**config.mk**
```make
export PLATFORM = sky130hd
export DESIGN_NAME = timer_multi
export DESIGN_NICKNAME = d
export VERILOG_FILES = /design/src/rtl/timer_multi.sv
export SDC_FILE = /design/constraint.sdc
export NUM_CORES = 2
export LEC_CHECK = 0
export ABC_AREA = 1
export CORE_MARGIN = 1
export CORE_UTILIZATION = 35
export CTS_CLUSTER_DIAMETER = 150
export DETAILED_ROUTE_END_ITERATION = 16
export SLEW_MARGIN = 0
export SYNTH_ARGS = -nofsm -noshare
export SYNTH_HDL_FRONTEND = slang
export SYNTH_SLANG_ARGS = --single-unit
```
**constraint.sdc**
```tcl
create_clock -name pclk -period 1.8 [get_ports pclk]
set_input_delay 0.36 -clock pclk [delete_from_list [all_inputs] [get_ports pclk]]
set_output_delay 0.36 -clock pclk [all_outputs]
set_load 0.05 [all_outputs]
```
**src/rtl/timer_multi.sv**
```systemverilog
// Multi-channel bus-mapped timer: per-channel prescaler, period overflow and
// compare match, W1C status with enable mask, OR-reduced onto registered fabint.
module timer_multi #(
  parameter int NUM_CH = 4,
  parameter int WIDTH  = 32
) (
  input  logic        pclk,
  input  logic        reset,
  input  logic        bus_write_en,
  input  logic        bus_read_en,
  input  logic [31:0] bus_addr,
  input  logic [31:0] bus_write_data,
  output logic [31:0] bus_read_data,
  output logic        fabint
);

  localparam int SW = 2 * NUM_CH;

  logic          rd_only;
  logic          glb_status_hit;
  logic          glb_enable_hit;
  logic [SW-1:0] hw_set;
  logic [31:0]   ch_rdata [NUM_CH];
  logic [31:0]   rd_word;

  logic [SW-1:0] irq_status_q, irq_status_d;
  logic [SW-1:0] irq_enable_q, irq_enable_d;
  logic [31:0]   rdata_q, rdata_d;
  logic          fabint_q, fabint_d;

  logic unused_addr_bits;
  assign unused_addr_bits = ^{bus_addr[31:9], bus_addr[1:0]};

  // A simultaneous write suppresses the read so the read data simply holds.
  assign rd_only        = bus_read_en & ~bus_write_en;
  assign glb_status_hit = bus_addr[8] && (bus_addr[7:2] == 6'd0);
  assign glb_enable_hit = bus_addr[8] && (bus_addr[7:2] == 6'd1);

  for (genvar gi = 0; gi < NUM_CH; gi++) begin : g_ch
    logic [WIDTH-1:0] load_q, load_d;
    logic [WIDTH-1:0] count_q, count_d;
    logic [WIDTH-1:0] cmp_q, cmp_d;
    logic [7:0]       presc_q, presc_d;
    logic [7:0]       pcnt_q, pcnt_d;
    logic             en_q, en_d;
    logic             oneshot_q, oneshot_d;
    logic             cmp_en_q, cmp_en_d;
    logic             ovf_en_q, ovf_en_d;
    logic             ch_wr;
    logic             tick;
    logic             wrap;

    assign ch_wr = bus_write_en && !bus_addr[8] && (bus_addr[7:4] == 4'(gi));
    assign tick  = en_q && (pcnt_q == presc_q);
    assign wrap  = tick && (count_q == load_q);

    always_comb begin
      load_d    = load_q;
      count_d   = count_q;
      cmp_d     = cmp_q;
      presc_d   = presc_q;
      pcnt_d    = pcnt_q;
      en_d      = en_q;
      oneshot_d = oneshot_q;
      cmp_en_d  = cmp_en_q;
      ovf_en_d  = ovf_en_q;

      if (en_q) begin
        pcnt_d = tick ? 8'd0 : pcnt_q + 8'd1;
      end
      if (tick) begin
        count_d = wrap ? '0 : count_q + WIDTH'(1);
      end
      if (wrap && oneshot_q) begin
        en_d = 1'b0;
      end

      // Bus writes come last so they override the counting path.
      if (ch_wr) begin
        case (bus_addr[3:2])
          2'd0: begin
            load_d  = bus_write_data[WIDTH-1:0];
            count_d = '0;
            pcnt_d  = '0;
          end
          2'd1: begin
            count_d = '0;
            pcnt_d  = '0;
          end
          2'd2: begin
            en_d      = bus_write_data[0];
            oneshot_d = bus_write_data[1];
            cmp_en_d  = bus_write_data[2];
            ovf_en_d  = bus_write_data[3];
            presc_d   = bus_write_data[15:8];
          end
          2'd3: cmp_d = bus_write_data[WIDTH-1:0];
        endcase
      end
    end

    always_ff @(posedge pclk) begin
      if (reset) begin
        load_q    <= '0;
        count_q   <= '0;
        cmp_q     <= '0;
        presc_q   <= '0;
        pcnt_q    <= '0;
        en_q      <= 1'b0;
        oneshot_q <= 1'b0;
        cmp_en_q  <= 1'b0;
        ovf_en_q  <= 1'b0;
      end else begin
        load_q    <= load_d;
        count_q   <= count_d;
        cmp_q     <= cmp_d;
        presc_q   <= presc_d;
        pcnt_q    <= pcnt_d;
        en_q      <= en_d;
        oneshot_q <= oneshot_d;
        cmp_en_q  <= cmp_en_d;
        ovf_en_q  <= ovf_en_d;
      end
    end

    assign hw_set[2*gi]   = wrap && ovf_en_q;
    assign hw_set[2*gi+1] = tick && cmp_en_q && (count_q == cmp_q);

    assign ch_rdata[gi] =
      (bus_addr[3:2] == 2'd0) ? 32'(load_q)  :
      (bus_addr[3:2] == 2'd1) ? 32'(count_q) :
      (bus_addr[3:2] == 2'd2) ? {16'd0, presc_q, 4'd0, ovf_en_q, cmp_en_q, oneshot_q, en_q} :
                                32'(cmp_q);
  end

  always_comb begin
    irq_status_d = irq_status_q;
    irq_enable_d = irq_enable_q;
    if (bus_write_en && glb_status_hit) begin
      irq_status_d = irq_status_q & ~bus_write_data[SW-1:0];
    end
    // Hardware events win over a same-cycle clear.
    irq_status_d = irq_status_d | hw_set;
    if (bus_write_en && glb_enable_hit) begin
      irq_enable_d = bus_write_data[SW-1:0];
    end

    fabint_d = |(irq_status_q & irq_enable_q);

    rd_word = 32'd0;
    if (!bus_addr[8]) begin
      for (int i = 0; i < NUM_CH; i++) begin
        if (bus_addr[7:4] == 4'(i)) rd_word = ch_rdata[i];
      end
    end else if (glb_status_hit) begin
      rd_word = 32'(irq_status_q);
    end else if (glb_enable_hit) begin
      rd_word = 32'(irq_enable_q);
    end
    rdata_d = rd_only ? rd_word : rdata_q;
  end

  always_ff @(posedge pclk) begin
    if (reset) begin
      irq_status_q <= '0;
      irq_enable_q <= '0;
      rdata_q      <= '0;
      fabint_q     <= 1'b0;
    end else begin
      irq_status_q <= irq_status_d;
      irq_enable_q <= irq_enable_d;
      rdata_q      <= rdata_d;
      fabint_q     <= fabint_d;
    end
  end

  assign bus_read_data = rdata_q;
  assign fabint        = fabint_q;

endmodule
```
==> summary.md <==
* **outcome** finished, final reports clean
* **maximum net fanout on the critical path** 2
* **placed wire-length estimate** 111000 um
* **final layout net count** 5630
* **per-cell routed wire length** 21.7 um
* **number of failing hold endpoints at the final stage** 0
* **crit path kind** register to primary output
* **switching part of the total** 26.2%
* **most common cell after layout, fill and taps aside** sky130_fd_sc_hd__nand2_1
* **sequential-to-total area share from yosys stat** 33.1%
* **post-synthesis average cell area** 6.26 um^2
* **largest cells by area after synthesis** sky130_fd_sc_hd__dfxtp_1 33%, sky130_fd_sc_hd__nand2_1 15%, sky130_fd_sc_hd__o21ai_0 8.7%
* **remaining routing DRC violations** 0
* **cell depth of the worst hold path** 2
* **vias in the first global route** 32900
* **non-filler cells in the finished layout** 6762
* **internal power summed over all cells** 20.8 mW
* **worst-case clock skew** 0.0314 ns
* **Min-Delay Startpoint** reset
* **CORE AREA** 87300 um^2
* **CTS tree** yes
* **number of CTS-inserted buffers** 60
* **quantity of I/O buffers inserted on ports** 75
* **clock slew seen by the registers of the worst setup and hold paths** 0.06 ns
* **final global-route overflow total** 0
* **clock latency at the later pin of the worst-skew pair** 0.66 ns
* **Clock Root Buffer** sky130_fd_sc_hd__clkbuf_16
* **most used flip-flop cell after synthesis** sky130_fd_sc_hd__dfxtp_1
* **leakage power of the design** 18.0 nW
* **CTS H-tree lvls** 2
* **transition time of the tightest slew-check pin** 0.742 ns
* **Layout Area Growth over Synthesis** 34.9%
* **die width** 300 um
* **class of the worst hold path** input port to register
* **wire length of the first global-routing pass** 212000 um
* **commonest non-fill, non-tap cells in the layout** 1181 x sky130_fd_sc_hd__nand2_1, 679 x sky130_fd_sc_hd__buf_4, 638 x sky130_fd_sc_hd__nor2_1, 483 x sky130_fd_sc_hd__o21ai_0, 452 x sky130_fd_sc_hd__inv_1
* **all-layer global routing usage** 31.3%
* **area share of the leading cell type in the synthesized netlist** 33.1%
* **largest vdd supply drop** 0.000775 V
* **netlist area before placement** 31100 um^2
* **Slew headroom** 50.5%
* **final worst path period need** 1.78 ns
* **combinational cell fraction of total power** 9.7%
* **Mapped Cells** 4960
* **power consumption** 28.2 mW
* **worst path required time** 1.44 ns
* **CP startpoint kind** register
* **unrepaired setup endpoints after global routing** true
* **Pre-Repair DR Iteration Count** 8
* **synthesized flop and latch total** 513
* **Crit-path slowest cell** sky130_fd_sc_hd__dfxtp_1
* **number of buffers on the longest clock path** 3
* **# setup viols final** 0
* **post-placement setup slack** -0.955 ns
* **number of maximum-capacitance constraint violations** 0
* **floorplan die area** 89900 um^2
* **final critical-path setup slack** 0.0218 ns
* **CTS sink cnt** 513
* **Net Sw Power** 7.39 mW
* **stage delay of the slowest cell on the critical path** 0.49 ns
* **CP Data Arrival Time** 1.42 ns
* **largest net degree at the start of global routing** 56
* **largest area contributor in the netlist** sky130_fd_sc_hd__dfxtp_1
* **die height** 300 um
* **Via-to-Cell Ratio** 5.36
* **critical path launch point** bus_read_data[5]
* **number of rows in the core area** 108
* **vias after detailed routing** 36200
* **ANT nets after route** 0
* **Distinct cells, synth** 58
* **Top Ports** 101
* **minimum hold slack** 0.134 ns
* **number of antenna violations at the first check in global routing** 3
* **achievable frequency** 0.562 GHz
* **proportion of layout cells with a drive suffix above 1** 23.5%
* **number of warnings reported in the yosys synthesis log** 0
* **Final Wtd Congestion** 1.04
* **cell depth of the worst flop-to-flop path** 9
* **ordered cell list for the critical path** buf_4
* **total placed cells including tap cells** 6615
* **kind of end point of the critical path** primary output
* **count of buffer and inverter cells on the critical path** 1
* **number of enable flip-flop cells after synthesis** 0
* **Largest delay share family, worst path** flip-flops
* **proportion of power drawn by flip-flops and latches** 40.5%
* **number of inserted filler cells in the final layout** 8974
* **effective utilization at floorplan** 35.6%
* **syn_nets** 5036
* **source of the worst register-to-register timing path** g_ch[0].presc_q[2]
* **cell area power density** 673 nW/um^2
* **crit share post-route** 98.8%
* **Async S/R FF share, synth** 0%
* **first-iteration detailed-routing DRC count** 4546
* **total number of cells along the worst setup path** 1
* **final max-slew violation count** 0
* **clock power share** 49.8%
* **final WL** 147000 um
==> per-stage QoR <==
| stage | cell area [um^2] | setup TNS [ns] | util [%] |
|---|---|---|---|
| after CTS | 40400 | -0.0485 | 46.2 |
| after global routing | 41900 | -2.60 | 48.0 |
| after global placement | 38100 | -239.64 | 43.6 |
| after floorplan | 31100 | 0 | - |
| final | 41900 | 0 | 48.0 |
| after detailed placement | 38100 | -234.68 | 43.6 |
==> layer usage <==
layer / routed length [um] / global-route usage, %
met1: 61700 / 43.6
met2: 61800 / 46.9
met3: 15800 / 5.64
met5: 22 / 0
met4: 7480 / 14.3
==> what timing repair did <==
action,CTS,global route
endpoints found under the setup margin,101,244
setup buffers,1,19
cloned,0,12
gates resized for setup,35,438
hold buffers,0,0
pin swaps,2,100
==> power groups by stage <==
stage	Clock, mW	Combinational (mW)	Sequential, mW
floorplan	0	1.02	11.7
global placement	0	2.43	11.7
detailed placement	0	2.44	11.7
CTS	14.1	2.46	11.4
global route	14.6	2.81	11.4
finish	14.0	2.72	11.4
==> synth_stat cells, drive strengths merged, types with 5 or more instances <==
cell,number
clkinv,8
nor2,739
nand4,53
nor3b,11
buf,185
o221ai,21
o21bai,6
o21ai,571
a211oi,5
ha,8
a21oi,353
dfxtp,513
xnor2,112
clkbuf,116
nand3,258
o2111ai,24
o22ai,63
nand2,1248
o211ai,42
inv,507
xor2,64
nor3,28
==> registers in the layout, summed over array words and instances, names as in the netlist <==
| name | flops |
|---|---|
| g_ch.count_q | 128 |
| irq_status_q | 8 |
| g_ch.cmp_q | 128 |
| g_ch.cmp_en_q | 4 |
| g_ch.pcnt_q | 32 |
| g_ch.presc_q | 32 |
| bus_read_data | 32 |
| irq_enable_q | 8 |
| g_ch.en_q | 4 |
| g_ch.load_q | 128 |
| fabint | 1 |
| g_ch.ovf_en_q | 4 |
| g_ch.oneshot_q | 4 |
==> area by class of cell <==
type,count,area (um^2),area share (%)
sequential,513,10400,24.9
clock inverter,39,578,1.38
timing repair buffer,833,7620,18.2
clock buffer,73,1630,3.89
antenna,3,7.51,0.0179
multi-input combinational,3631,18200,43.4
inverter,515,1980,4.71
tap,1155,1450,3.45
==> final timing paths <==
check,to,slack (ns)
worst max-delay path,bus_read_data[5],0.02
worst min-delay path,g_ch[1].count_q[12],0.13
worst max register to register,g_ch[0].pcnt_q[1],0.04
worst min register to register,bus_read_data[25],0.47
==> cells by family (layout without fill, tap and decap cells) <==
| family | count (synthesis) | count (layout) | share of synthesized area, % |
|---|---|---|---|
| AND/OR/NAND/NOR | 2348 | 2348 | 31.3 |
| AO/OA/AOI/OAI | 1099 | 1099 | 19.1 |
| buffers and inverters | 816 | 1460 | 11.2 |
| flip-flops | 513 | 513 | 33.1 |
| XOR/XNOR | 176 | 176 | 4.96 |
| adder cells (fa/ha/maj) | 8 | 8 | 0.322 |
| other | 0 | 3 | 0 |
No activity file was read; power rests on OpenSTA's default activity.
